## src/rtl/core_sequencer_if.sv

```systemverilog
// Instruction-memory fetch bus between core_sequencer (master) and instruction memory (slave).
// The handshake is req/rdy: data is taken in any cycle where imem_req and imem_rdy are both 1.
interface core_sequencer_if #(
  parameter int unsigned PC_W    = 8,
  parameter int unsigned INSTR_W = 16
);
  logic               imem_req;
  logic [PC_W-1:0]    imem_addr;
  logic               imem_rdy;
  logic [INSTR_W-1:0] imem_rdata;

  modport master (
    output imem_req,
    output imem_addr,
    input  imem_rdy,
    input  imem_rdata
  );

  modport slave (
    input  imem_req,
    input  imem_addr,
    output imem_rdy,
    output imem_rdata
  );
endinterface

```

## src/rtl/core_sequencer.sv

```systemverilog
// Four-stage FETCH/DECODE/EXECUTE/WRITEBACK control sequencer for the 8-bit mini CPU.
// Optional performance counters are enabled with `define CORE_SEQ_PERF_EN.
module core_sequencer #(
  parameter int unsigned PC_W     = 8,
  parameter int unsigned INSTR_W  = 16,
  parameter logic [3:0]  HALT_OPC = 4'hF
`ifdef CORE_SEQ_PERF_EN
  ,
  parameter int unsigned CNT_W    = 16
`endif
) (
  input  logic               clk,
  input  logic               rst,
  input  logic               run,
  input  logic               step,
  input  logic               pc_load,
  input  logic [PC_W-1:0]    pc_load_val,
  core_sequencer_if.master   imem,
  output logic [INSTR_W-1:0] ir,
  output logic               dec_en,
  output logic               ex_en,
  output logic               rf_we,
  output logic [PC_W-1:0]    pc,
  output logic               halted,
  output logic               halt_hit,
  output logic               retire
`ifdef CORE_SEQ_PERF_EN
  ,
  output logic [CNT_W-1:0]   perf_retired,
  output logic [CNT_W-1:0]   perf_stall
`endif
);

  typedef enum logic [2:0] {
    StHalted,
    StFetch,
    StDecode,
    StExecute,
    StWriteback
  } state_e;

  state_e             state_q, state_d;
  logic [PC_W-1:0]    pc_q, pc_d;
  logic [INSTR_W-1:0] ir_q, ir_d;
  logic               halt_hit_q, halt_hit_d;
  logic               step_mode_q, step_mode_d;
  logic [3:0]         opcode;
  logic               writes_rf;

  assign opcode    = ir_q[INSTR_W-1 -: 4];
  assign writes_rf = (opcode >= 4'd1) && (opcode <= 4'd4);

  always_ff @(posedge clk or posedge rst) begin
    if (rst) begin
      state_q     <= StHalted;
      pc_q        <= '0;
      ir_q        <= '0;
      halt_hit_q  <= 1'b0;
      step_mode_q <= 1'b0;
    end else begin
      state_q     <= state_d;
      pc_q        <= pc_d;
      ir_q        <= ir_d;
      halt_hit_q  <= halt_hit_d;
      step_mode_q <= step_mode_d;
    end
  end

  always_comb begin
    state_d     = state_q;
    pc_d        = pc_q;
    ir_d        = ir_q;
    halt_hit_d  = halt_hit_q;
    step_mode_d = step_mode_q;
    case (state_q)
      StHalted: begin
        // pc_load wins over run/step so a host can reposition without starting.
        if (pc_load) begin
          pc_d = pc_load_val;
        end else if (run) begin
          state_d     = StFetch;
          step_mode_d = 1'b0;
          halt_hit_d  = 1'b0;
        end else if (step) begin
          state_d     = StFetch;
          step_mode_d = 1'b1;
          halt_hit_d  = 1'b0;
        end
      end
      StFetch: begin
        if (imem.imem_rdy) begin
          ir_d    = imem.imem_rdata;
          state_d = StDecode;
        end
      end
      StDecode: begin
        // HALT leaves pc on itself, so resuming refetches it until pc_load moves on.
        if (opcode == HALT_OPC) begin
          state_d    = StHalted;
          halt_hit_d = 1'b1;
        end else begin
          state_d = StExecute;
        end
      end
      StExecute: begin
        state_d = StWriteback;
      end
      StWriteback: begin
        pc_d    = pc_q + PC_W'(1);
        state_d = (step_mode_q || !run) ? StHalted : StFetch;
      end
      default: begin
        state_d = StHalted;
      end
    endcase
  end

  always_comb begin
    imem.imem_req = 1'b0;
    dec_en        = 1'b0;
    ex_en         = 1'b0;
    rf_we         = 1'b0;
    retire        = 1'b0;
    halted        = 1'b0;
    case (state_q)
      StHalted:    halted        = 1'b1;
      StFetch:     imem.imem_req = 1'b1;
      StDecode:    dec_en        = 1'b1;
      StExecute:   ex_en         = 1'b1;
      StWriteback: begin
        retire = 1'b1;
        rf_we  = writes_rf;
      end
      default:     halted        = 1'b0;
    endcase
  end

  assign imem.imem_addr = pc_q;
  assign pc             = pc_q;
  assign ir             = ir_q;
  assign halt_hit       = halt_hit_q;

`ifdef CORE_SEQ_PERF_EN
  logic [CNT_W-1:0] perf_retired_q, perf_stall_q;

  // Both counters stick at all-ones and only rst clears them.
  always_ff @(posedge clk or posedge rst) begin
    if (rst) begin
      perf_retired_q <= '0;
      perf_stall_q   <= '0;
    end else begin
      if (retire && (perf_retired_q != '1)) begin
        perf_retired_q <= perf_retired_q + CNT_W'(1);
      end
      if ((state_q == StFetch) && !imem.imem_rdy && (perf_stall_q != '1)) begin
        perf_stall_q <= perf_stall_q + CNT_W'(1);
      end
    end
  end

  assign perf_retired = perf_retired_q;
  assign perf_stall   = perf_stall_q;
`endif

  // Stage enables are mutually exclusive and a write only happens on a retiring instruction.
  a_stage_onehot: assert property (@(posedge clk) disable iff (rst)
    $onehot0({imem.imem_req, dec_en, ex_en, retire, halted}));
  a_we_retire: assert property (@(posedge clk) disable iff (rst) rf_we |-> retire);

endmodule

```

## src/flat_wrapper.sv

```systemverilog
// flat-port wrapper written by rule: the top's interface ports become plain ports
module core_sequencer_flat 
#(
  parameter int unsigned PC_W     = 8,
  parameter int unsigned INSTR_W  = 16,
  parameter logic [3:0]  HALT_OPC = 4'hF

)
  (clk, rst, run, step, pc_load, pc_load_val, ir, dec_en, ex_en, rf_we, pc, halted, halt_hit, retire, imem_imem_req, imem_imem_addr, imem_imem_rdy, imem_imem_rdata);
  core_sequencer_if #(.PC_W(PC_W), .INSTR_W(INSTR_W)) imem_i ();
  input  logic clk;
  input  logic rst;
  input  logic run;
  input  logic step;
  input  logic pc_load;
  input  logic [PC_W-1:0] pc_load_val;
  output logic [INSTR_W-1:0] ir;
  output logic dec_en;
  output logic ex_en;
  output logic rf_we;
  output logic [PC_W-1:0] pc;
  output logic halted;
  output logic halt_hit;
  output logic retire;
  output wire logic [$bits(imem_i.imem_req)-1:0] imem_imem_req;
  output wire logic [$bits(imem_i.imem_addr)-1:0] imem_imem_addr;
  input wire logic [$bits(imem_i.imem_rdy)-1:0] imem_imem_rdy;
  input wire logic [$bits(imem_i.imem_rdata)-1:0] imem_imem_rdata;
  assign imem_imem_req = imem_i.imem_req;
  assign imem_imem_addr = imem_i.imem_addr;
  assign imem_i.imem_rdy = imem_imem_rdy;
  assign imem_i.imem_rdata = imem_imem_rdata;
  core_sequencer #(.PC_W(PC_W), .INSTR_W(INSTR_W), .HALT_OPC(HALT_OPC)) u_core (.clk(clk), .rst(rst), .run(run), .step(step), .pc_load(pc_load), .pc_load_val(pc_load_val), .imem(imem_i), .ir(ir), .dec_en(dec_en), .ex_en(ex_en), .rf_we(rf_we), .pc(pc), .halted(halted), .halt_hit(halt_hit), .retire(retire));
endmodule
```

## config.mk

```make
export PLATFORM = sky130hd
export DESIGN_NAME = core_sequencer_flat
export DESIGN_NICKNAME = d
export VERILOG_FILES = /design/src/rtl/core_sequencer_if.sv /design/src/rtl/core_sequencer.sv /design/src/flat_wrapper.sv
export SDC_FILE = /design/constraint.sdc
export NUM_CORES = 1
export LEC_CHECK = 0
export CAP_MARGIN = 20
export CORE_ASPECT_RATIO = 1.25
export CORE_MARGIN = 5
export CORE_UTILIZATION = 40
export CTS_BUF_LIST = sky130_fd_sc_hd__clkbuf_2
export DETAILED_ROUTE_END_ITERATION = 12
export PLACE_DENSITY = 0.76
export REMOVE_ABC_BUFFERS = 1
export SYNTH_ARGS = -nofsm -noshare
export SYNTH_HDL_FRONTEND = slang
export SYNTH_SLANG_ARGS = --single-unit
```

## constraint.sdc

```tcl
create_clock -name clk -period 2.3 [get_ports clk]
set_input_delay 0.23 -clock clk [delete_from_list [all_inputs] [get_ports clk]]
set_output_delay 0.23 -clock clk [all_outputs]
set_load 0.05 [all_outputs]
```

-- After elaboration in Yosys (flattened, before gate mapping)
Cells that the tools add are included.
Widths: inputs -> output; s select.
- logic and storage cells: 53
- bits of input ports: 30
- register bits: 29
- output and inout port bits: 39
- $lt $le $gt $ge: 2
- reduce and logical (&&, ||, !) cells: 12
- bitwise gates (word level): 1
- equal/unequal tests: 10
- muxes and demuxes: 22
- add/subtract/negate cells: 1
- operators with widths (operator ; count):
    $pmux 8 s2 ; 1
    $pmux 3 s5 ; 1
    $mux 1 ; 13
    $mux 3 ; 4
    $add 8x1->8 const B ; 1
    $mux 8 ; 1
    $eq 3x2->1 const B ; 2
    $ne 2x2->1 const B ; 3
    $reduce_and 3->1 ; 2
    $reduce_bool 2->1 ; 3
    $eq 4x4->1 const B ; 1
    $ge 4x1->1 const B ; 1
    $le 4x3->1 const B ; 1
    $reduce_and 2->1 ; 2
    $reduce_and 4->1 ; 1
    $eq 3x1->1 const B ; 1
    $eq 3x3->1 const B ; 1
    $logic_not 3->1 ; 1
    $ne 3x3->1 const B ; 1
    $mux 2 ; 1
    $ne 2x1->1 const B ; 1
    $pmux 1 s2 ; 1
    $logic_and 1x1->1 ; 1
    $logic_not 1->1 ; 1
    other kinds (2) ; 2

-- Depth between registers and ports, before layout
- word-level depth: 4
- mapped depth: 6
- mapped depth without buffers: 5

-- Worst setup path before layout
OpenSTA, ideal clock, no wires.
- path kind: flip-flop to flip-flop
- from: register u_core.state_q[2]
- to: register u_core.state_q[0]
- path buffers: 1
- setup time: 0.086 ns
- path slack: 0.049 ns
- data required time: 2.214 ns
- arrival: 2.165 ns
- clock period less this slack: 2.251 ns
- cell stages (with the launch flop): 5
- cell sequence: dfrtp_1 -> buf_2 -> nor3b_1 -> a22oi_1 -> o22ai_1
- word-level cells in the longest chain between the ends: 3
- elaborated cells on any way between the ends: 10
- those cells by class: 7 x eq/ne; 1 x mux; 2 x reduce/logical
- RTL lines (element ; line ; source):
    start, declared ; core_sequencer.sv:42 ; state_e state_q, state_d;
    start signal, assigned ; core_sequencer.sv:55 ; state_q <= StHalted;
    start signal, assigned ; core_sequencer.sv:61 ; state_q <= state_d;
    $eq 3x1->1 / $logic_not 3->1 (equally long branches) ; core_sequencer.sv:75 ; case (state_q)
    $ne 2x2->1 (no source line) / $ne 3x3->1 (equally long branches) ; n/a ;
    $reduce_and 3->1 (no source line) ; n/a ;
Parallel ways exist; a longest one is shown, timed or not.
A chain may end at the register's enable or synchronous reset.

-- Worst setup path in the final report
- from: register u_core.pc_q[5], in the netlist u_core.imem.imem_addr[5]
- to: output port pc[5]
- RTL lines (element ; line ; source):
    start, declared ; core_sequencer.sv:43 ; logic [PC_W-1:0] pc_q, pc_d;
    start signal, assigned ; core_sequencer.sv:62 ; pc_q <= pc_d;
    end, declared ; flat_wrapper.sv:21 ; output logic [PC_W-1:0] pc;
No word-level cell between the ends.

==> results.yml <==
place:
  place.port_buffers: 68
  place_ws_ns: 0.484
  place_congestion: 0.820
  dp_hpwl_um: 3080
  dp.cells: 238
  dpl_cell_area_mm2: 0.00216
logic_synthesis:
  synth.area.mux_share_pct: 12.6
  synth_top_family_by_area: "compound AO/OA/AOI/OAI gates"
  synth.distinct_cells: 37
  yosys_register_bits: 29
  synth-simple-area-share_pct: 13.2
  syn_area_per_cell_um2: 10.6
  synth_xor_area_share_pct: 0.579
  synthCells: 143
  netlist.top_cell.by_area: "dfrtp_1"
  ys_warn_count: 0
  synth_area_mm2: 0.00151
  synth_fa_ha_area_share_pct: 0.826
  yosys.area.top_type_share_pct: 47.9
  synth_compound_area_share_pct: 15.2
  seq_area_frac_synth_pct: 47.9
  synthTopCellsByArea: "dfrtp_1 48%, mux2_2 12%, buf_4 5.0%"
run:
  maxCapViolations: 0
grt:
  grt_pass1_vias: 1434
  grt_max_degree: 30
  grt_pass1_wl_um: 6890
  antenna_found_initial: 0
  grt_overflow_total: 0
  track_usage_pct: 17.1
route:
  dr.pass1.iters: 4
  vias_per_cell: 5.52
  ant_nets: 0
  wl_per_cell_um: 16.5
  drc_errors: 0
  wl_um: 4050
  vias: 1358
  drt_iter0_drc: 90
cts:
  cts_buffer_depth: 2
  cts_made_buffers: 5
  cts_root_buf: "clkbuf_2"
  clkTransAtPathRegs_ns: 0.15
  cts_setup_buffers: 0
  cts_hold_buf: 0
  tritoncts: "done"
  insertion_delay_ns: 0.36
  clock_sinks: 29
  htreeDepth: 2
sta:
  rsz0062_at_grt: "false"
  worst_pin_slew_ns: 0.522
  period_needed_ns: 1.96
  skew_ns: 0.00774
  hold_viol: 0
  relSlewSlack_pct: 65.1
  period_share_pct: 85.3
  fmax_mhz: 510
  setup_ws_ns: 0.339
  setup_viol: 0
  slew_viol_final: 0
  hold_ws_ns: 0.228
finish:
  area_growth_pct: 45.5
  diodes: 0
  drive_above_1_share_pct: 18.0
  fin_nets: 236
  regArea_um2: 727
  final_area_mm2: 0.00220
  fill_cells: 327
  layoutNonFillerInstCount: 246
  multiInputGateArea_um2: 642
worst_setup_path:
  worstPathArrival_ns: 1.73
  crit_family: "buffers and inverters"
  crit_path_end_kind: "output port"
  r2r_start: "u_core.state_q[2]$_DFFE_PP0P_"
  crit_chain: "clkdlybuf4s50_1"
  crit_fanout: 8
  slowest_delay_ns: 0.86
  path_class: "reg -> out"
  cp_num_buf_inv: 1
  slowest_stage: "clkdlybuf4s50_1"
  crit_path_start: "u_core.imem.imem_addr[5]$_DFFE_PP0P_"
  worst_setup_path_start_kind: "register"
  required_ns: 2.07
floorplanning:
  rows: 25
  fp.dieH_um: 78.8
  die_w_um: 65.0
  start_util_pct: 40.7
  core_area_mm2: 0.00372
  fp.dieArea_mm2: 0.00512
  io_pins: 69
worst_hold_path:
  hold_class: "in -> async"
status:
  outcome: "complete, no violations"
[synthesized netlist by cell type, drive strengths merged]
master,instances
mux2i,1
o31ai,1
o22ai,9
or3b,1
buf,16
ha,1
nor3,3
o21bai,1
or3,1
xor2,1
and2,1
o21a,1
nand4,1
mux2,16
inv,7
o22a,5
o21ai,6
a21oi,6
nand3,6
nand3b,3
dfrtp,29
and3,4
nand2,5
a221oi,1
nor2b,1
a22oi,1
clkbuf,1
nor3b,2
a21o,1
nor2,8
a311oi,2
a31oi,1
[state kept, by name (all words and copies together), names as in the netlist]
signal	flops
u_core.halt_hit	1
u_core.imem.imem_addr	8
u_core.step_mode_q	1
u_core.ir	16
u_core.state_q	3
[cell type report]
type	count	share of cell area, %
flip-flops and latches	29	33.0
repair buffers	72	32.7
multi-input cells	90	29.1
well taps	40	2.27
inverters	7	1.19
clock buffers	5	1.14
clock inverters	3	0.568
[cells by family after synthesis]
| group | Yosys count |
|---|---|
| muxes | 17 |
| buffers and inverters | 24 |
| and+or+nand+nor | 36 |
| AOI/OAI and AO/OA | 35 |
| DFF | 29 |
| xor gates and xnor gates | 1 |
| adders and majority gates | 1 |
[metrics by stage]
stage	TNS, ns	utilization (%)
2_1_floorplan	-1.66	-
3_3_place_gp	0	58.2
3_5_place_dp	0	58.2
4_1_cts	0	59.2
5_1_grt	0	59.2
6_report	0	59.2
[final timing paths]
| path | end | slack [ns] | cells after the start |
|---|---|---|---|
| worst max-delay path | pc[5] | 0.34 | 1 |
| worst min-delay path | u_core.imem.imem_addr[4]$_DFFE_PP0P_ | 0.23 | 3 |
| worst max register to register | u_core.ir[15]$_DFFE_PP0P_ | 0.58 | 4 |
| worst min register to register | u_core.ir[8]$_DFFE_PP0P_ | 0.52 | 1 |
| max in group asynchronous | u_core.state_q[2]$_DFFE_PP0P_ | 1.78 | 3 |
| min in group clk | u_core.step_mode_q$_DFFE_PP0P_ | 0.47 | 2 |
[routing by layer]
metal | vias to the layer above | track usage (%) | part of all wire [%]
li1 | 638 | - | -
met1 | 636 | 19.8 | 38
met2 | 79 | 28.8 | 49
met3 | 5 | 7.36 | 12
met4 | 0 | 4.98 | 0.74
met5 | - | 0 | 0
[timing repair]
item | 4_1_cts | 5_1_grt
gates resized for setup | 0 | 1
endpoints found under the hold margin | 0 | 0
setup endpoints to repair | 0 | 1
[cell usage in the layout (no fill, tap or decap), types with 2 or more instances in the layout]
| cell type | instances |
|---|---|
| clkinv_1 | 2 |
| inv_1 | 7 |
| buf_12 | 2 |
| and3_1 | 2 |
| o22a_1 | 5 |
| clkbuf_2 | 5 |
| nor3_1 | 3 |
| nand2_1 | 5 |
| clkdlybuf4s50_1 | 62 |
| nand3_1 | 6 |
| nor2_1 | 8 |
| o22ai_1 | 9 |
| and3_2 | 2 |
| nand3b_1 | 3 |
| mux2_2 | 16 |
| o21ai_0 | 6 |
| a311oi_1 | 2 |
| a21oi_1 | 6 |
| dfrtp_1 | 28 |
| buf_4 | 8 |
Power is not shown: default switching activity piles up to over one toggle a cycle in this logic, so the estimate is an artifact.
==> RTL change 1, RTL diff (same flow settings) <==
Encoding of `state_e`: now one-hot (5 bits for 5 states).
--- a/src/rtl/core_sequencer.sv
+++ b/src/rtl/core_sequencer.sv
@@ -31,12 +31,12 @@
 `endif
 );
 
-  typedef enum logic [2:0] {
-    StHalted,
-    StFetch,
-    StDecode,
-    StExecute,
-    StWriteback
+  typedef enum logic [4:0] {
+    StHalted    = 5'b00001,
+    StFetch     = 5'b00010,
+    StDecode    = 5'b00100,
+    StExecute   = 5'b01000,
+    StWriteback = 5'b10000
   } state_e;
 
   state_e             state_q, state_d;
Function: no difference found for any inputs over 10 cycles, from zero or initial values and one cycle with rst high; not proved beyond that.
==> RTL change 1 against the unedited design <==
  * Utilization shrank 0.67 points
  * Wire length is 3.8% lower
  * Sequential share of layout area down 0.34 points
  * Area after synthesis is 10% higher
  * Worst setup slack got worse by 110 ps
  * Global-route usage down 1.7 points
  * Via count down 3.5%
  * Cell count rose by 7.3%
  * Worst hold slack worse by 13 ps
  * Clock skew up 15 ps
  * Final area is 8.0% higher
  * Sequential cell count grew 2
  * Largest cell class unchanged
==> RTL change 1: results (changes against the unedited design) <==
{| class="wikitable"
! Metric !! Value
|-
| Clock transition at the registers of the reported paths || 180 ps (was 150 ps)
|-
| Wire length on met2 || 1950 µm (was 1987 µm)
|-
| Maximum number of pins on one net before global-route repair || 32 (was 30)
|-
| Largest cells by area after synthesis || dfrtp_1 (45%), mux2_4 (8.1%), mux2_2 (5.4%), buf_4 (4.0%), buf_6 (3.4%) (was dfrtp_1 (48%), mux2_2 (12%), buf_4 (5.0%), o22ai_1 (3.7%), o22a_1 (2.9%))
|-
| Routed metal-1 wirelength || 1548 µm (was 1559 µm)
|-
| Final weighted congestion in routability-driven placement || 0.7328 (was 0.8200)
|-
| Result of the run || complete, no violations (unchanged)
|-
| Top cell types by occurrence after synthesis || dfrtp_1 (30), nand2_1 (11), buf_4 (9), mux2_4 (9), nor2_1 (9) (was dfrtp_1 (29), mux2_2 (16), buf_4 (10))
|-
| Register share of the cell area || 0.3265 (was 0.3299)
|-
| Met1 GRT Util || 0.1762 (was 0.1977)
|-
| Number of distinct standard cells referenced by the synthesized netlist || 43 (was 37)
|-
| Detailed router's first-iteration violation count || 77 (was 90)
|-
| Total instance count after detailed placement || 256 (was 238)
|-
| Sequential fraction of the synthesis area || 0.4648 (was 0.4793)
|-
| GRT Resource Usage Total || 0.1539 (was 0.1713)
|-
| Wire length of the first global-routing pass || 6451 µm (was 6893 µm)
|-
| Number of synthesized register bits || 31 (was 29)
|-
| Transition time at the pin with the least slew margin || 510.7 ps (was 522.3 ps)
|-
| Share of final-layout standard cells stronger than drive strength 1 || 0.1923 (was 0.1796)
|-
| Amount of wire on met3 after detailed routing || 348 µm (was 472 µm)
|-
| Delay of the slowest critical-path stage || 530 ps (was 860 ps)
|-
| Area fraction in compound gates after synthesis || 0.09731 (was 0.1521)
|-
| Routed vias/inst || 4.966 (was 5.520)
|-
| Met3 Usage GRT || 0.04330 (was 0.07355)
|-
| Fill cell count || 367 (was 327)
|-
| Cell count after synthesis || 144 (was 143)
|-
| Multiplexer share of the synthesized area || 0.1587 (was 0.1256)
|-
| Via count of the first global-routing pass || 1365 (was 1434)
|-
| #MultiIn Comb || 93 (was 90)
|-
| Number of standard cells in the layout, taps in and fillers out || 264 (was 246)
|-
| Post-detailed-placement cell area || 2311 µm² (was 2165 µm²)
|-
| Estimated wirelength of the detail-placed design || 2948 µm (was 3076 µm)
|}
-- RTL change 1: path summary, 6_finish.rpt --
check | to | slack [ps] | cells past startpoint | start
max in group asynchronous | u_core.state_q[0]$_DFFE_PP1P_ | 1730 | 3 | rst
min in group clk | u_core.imem.imem_addr[1]$_DFFE_PP0P_ | 420 | 3 | pc_load_val[1]
hold / removal | u_core.ir[2]$_DFFE_PP0P_ | 210 | 3 | rst
hold reg to reg | u_core.ir[11]$_DFFE_PP0P_ | 530 | 1 | u_core.ir[11]$_DFFE_PP0P_
setup / recovery | ex_en | 230 | 3 | u_core.state_q[4]$_DFFE_PP0P_
setup reg to reg | u_core.imem.imem_addr[5]$_DFFE_PP0P_ | 520 | 5 | u_core.state_q[3]$_DFFE_PP0P_
-- RTL change 1: timing repair --
item                       4_1_cts  5_1_grt
setup endpoints to repair        0        1
hold buffers                     0        0
resized for setup                0        1
-- RTL change 1: critical path: cells and delay by family (launching register included) --
kind	cells	cell delay [ps]
buffers and inverters	1	170
and+or+nand+nor	2	780
DFF	1	530
==> RTL change 2, RTL diff (same flow settings) <==
Made on the original files. `INSTR_W` is set to 16 in 3 places; all go to 32.
--- a/src/rtl/core_sequencer_if.sv
+++ b/src/rtl/core_sequencer_if.sv
@@ -2,7 +2,7 @@
 // The handshake is req/rdy: data is taken in any cycle where imem_req and imem_rdy are both 1.
 interface core_sequencer_if #(
   parameter int unsigned PC_W    = 8,
-  parameter int unsigned INSTR_W = 16
+  parameter int unsigned INSTR_W = 32
 );
   logic               imem_req;
   logic [PC_W-1:0]    imem_addr;
--- a/src/rtl/core_sequencer.sv
+++ b/src/rtl/core_sequencer.sv
@@ -2,7 +2,7 @@
 // Optional performance counters are enabled with `define CORE_SEQ_PERF_EN.
 module core_sequencer #(
   parameter int unsigned PC_W     = 8,
-  parameter int unsigned INSTR_W  = 16,
+  parameter int unsigned INSTR_W  = 32,
   parameter logic [3:0]  HALT_OPC = 4'hF
 `ifdef CORE_SEQ_PERF_EN
   ,
--- a/src/flat_wrapper.sv
+++ b/src/flat_wrapper.sv
@@ -2,7 +2,7 @@
 module core_sequencer_flat 
 #(
   parameter int unsigned PC_W     = 8,
-  parameter int unsigned INSTR_W  = 16,
+  parameter int unsigned INSTR_W  = 32,
   parameter logic [3:0]  HALT_OPC = 4'hF
 
 )
Ports: changed (resized imem_imem_rdata and ir); port bits go from 69 to 101. No check against the original RTL was run, so the function may have changed too.
==> RTL change 2 against the unedited design <==
  * Sequential cell count rose by 16
  * Worst setup slack got worse by 180 ps
  * Non-clock buffer count increased by 32
  * Area after synthesis up 48%
  * Synthesized cell count grew 20%
  * Via count is 23% higher
  * Wire length rose by 32%
  * Final area up 50%
Power is not shown: default switching activity piles up to over one toggle a cycle in this logic, so the estimate is an artifact.
==> RTL change 2: results (changes against the unedited design) <==
{| class="wikitable"
! Metric !! Value
|-
| Result of the run || complete, no violations (unchanged)
|-
| Wire length on met2 || 2739 µm (was 1987 µm)
|-
| Data arrival at the endpoint of the critical path || 1910 ps (was 1730 ps)
|-
| Share of final-layout standard cells stronger than drive strength 1 || 0.2030 (was 0.1796)
|-
| Launching point of the worst reg2reg path || u_core.state_q[0]$_DFFE_PP0P_ (was u_core.state_q[2]$_DFFE_PP0P_)
|-
| Count of instances resized after the clock tree is built || 3 (was 0)
|-
| Maximum number of pins on one net before global-route repair || 33 (was 30)
|-
| Placement Setup Slack || 416.6 ps (was 483.5 ps)
|-
| Number of distinct standard cells referenced by the synthesized netlist || 36 (was 37)
|-
| Estimated wirelength of the detail-placed design || 4040 µm (was 3076 µm)
|-
| Clock transition at the registers of the reported paths || 230 ps (was 150 ps)
|-
| CP startpoint || u_core.state_q[2]$_DFFE_PP0P_ (was u_core.imem.imem_addr[5]$_DFFE_PP0P_)
|-
| Sequential fraction of the synthesis area || 0.5036 (was 0.4793)
|-
| Top cell types by occurrence after synthesis || dfrtp_1 (45), mux2_4 (30), a21oi_1 (12) (was dfrtp_1 (29), mux2_2 (16), buf_4 (10))
|-
| Per-cell routed wire length || 16.23 µm (was 16.46 µm)
|-
| Fill cell count || 431 (was 327)
|-
| Slowest CP cell || dfrtp_1 (was clkdlybuf4s50_1)
|-
| Kind of cell with the highest combined delay on the critical path || flip-flops (was buffers and inverters)
|-
| Amount of wire on met3 after detailed routing || 452 µm (was 472 µm)
|-
| Post-detailed-placement cell area || 3227 µm² (was 2165 µm²)
|-
| Transition time at the pin with the least slew margin || 522.9 ps (was 522.3 ps)
|-
| Max FFs per register || 32 (was 16)
|-
| Final weighted congestion in routability-driven placement || 0.8213 (was 0.8200)
|-
| Wire length of the first global-routing pass || 8728 µm (was 6893 µm)
|-
| Vias || 1668 (was 1358)
|-
| Delay of the slowest critical-path stage || 560 ps (was 860 ps)
|-
| GRT Resource Usage Total || 0.1489 (was 0.1713)
|-
| Largest cells by area after synthesis || dfrtp_1 (50%), mux2_4 (20%), buf_4 (3.0%), a21oi_1 (2.7%), buf_12 (2.7%) (was dfrtp_1 (48%), mux2_2 (12%), buf_4 (5.0%), o22ai_1 (3.7%), o22a_1 (2.9%))
|-
| Maximum fanout along the worst path || 10 (was 8)
|}
## RTL change 2: cell types whose count changed in the layout (fill, tap and decap cells not counted), sizes merged, moves of 5 or more
cell	unedited run	this run
a21oi	6	12
clkdlybuf4s50	62	94
dfrtp	29	45
mux2	16	32
o22a	5	0
## RTL change 2: final timing paths
kind                       slack (ps)                              to  cells after the start
min in group clk                  420  u_core.step_mode_q$_DFFE_PP0P_                      2
setup / recovery                  160                           rf_we                      4
max in group asynchronous        1650   u_core.state_q[1]$_DFFE_PP0P_                      3
hold reg to reg                   540       u_core.ir[16]$_DFFE_PP0P_                      1
setup reg to reg                  530       u_core.ir[16]$_DFFE_PP0P_                      4
hold / removal                    140       u_core.ir[15]$_DFFE_PP0P_                      2
## RTL change 2: layout make-up
| class | count | area share |
|---|---|---|
| sequential | 45 | 0.3422 |
| multi-input combinational | 107 | 0.2860 |
| inverter | 3 | 0.003418 |
| clock buffer | 5 | 0.007596 |
| clock inverter | 2 | 0.01063 |
| timing repair buffer | 104 | 0.3259 |
| tap | 64 | 0.02431 |
## RTL change 2: stage by stage
stage                     TNS, ps    util  cells
after CTS                       0  0.6037    330
final                           0  0.6053    330
after detailed placement        0  0.5929    323
after global placement          0  0.5929    323
after global routing            0  0.6053    330
after floorplan            -18320       -    155
## RTL change 2: worst reg2reg max path, stage by stage (launching register included)
cell and delay, ps:
dfrtp_1 590, nor3b_4 280, and2_2 200, buf_12 240
mux2_2 390
## RTL change 2: kinds of logic (layout without fill, tap and decap cells)
logic type      count (synthesis)  after routing  synth area share
flops                          45             45            0.5036
simple gates                   41             41            0.1097
mux                            34             34            0.2205
compound gates                 31             31           0.08227
buf+inv                        20            114           0.07834
fa+ha+maj                       1              1          0.005595
## RTL change 2: per-layer routing
| metal | track usage | vias to the layer above |
|---|---|---|
| met2 | 0.2535 | 66 |
| met3 | 0.05684 | 4 |
| met5 | 0 | - |
| met1 | 0.1760 | 805 |
| met4 | 0.03644 | 0 |
| li1 | - | 793 |
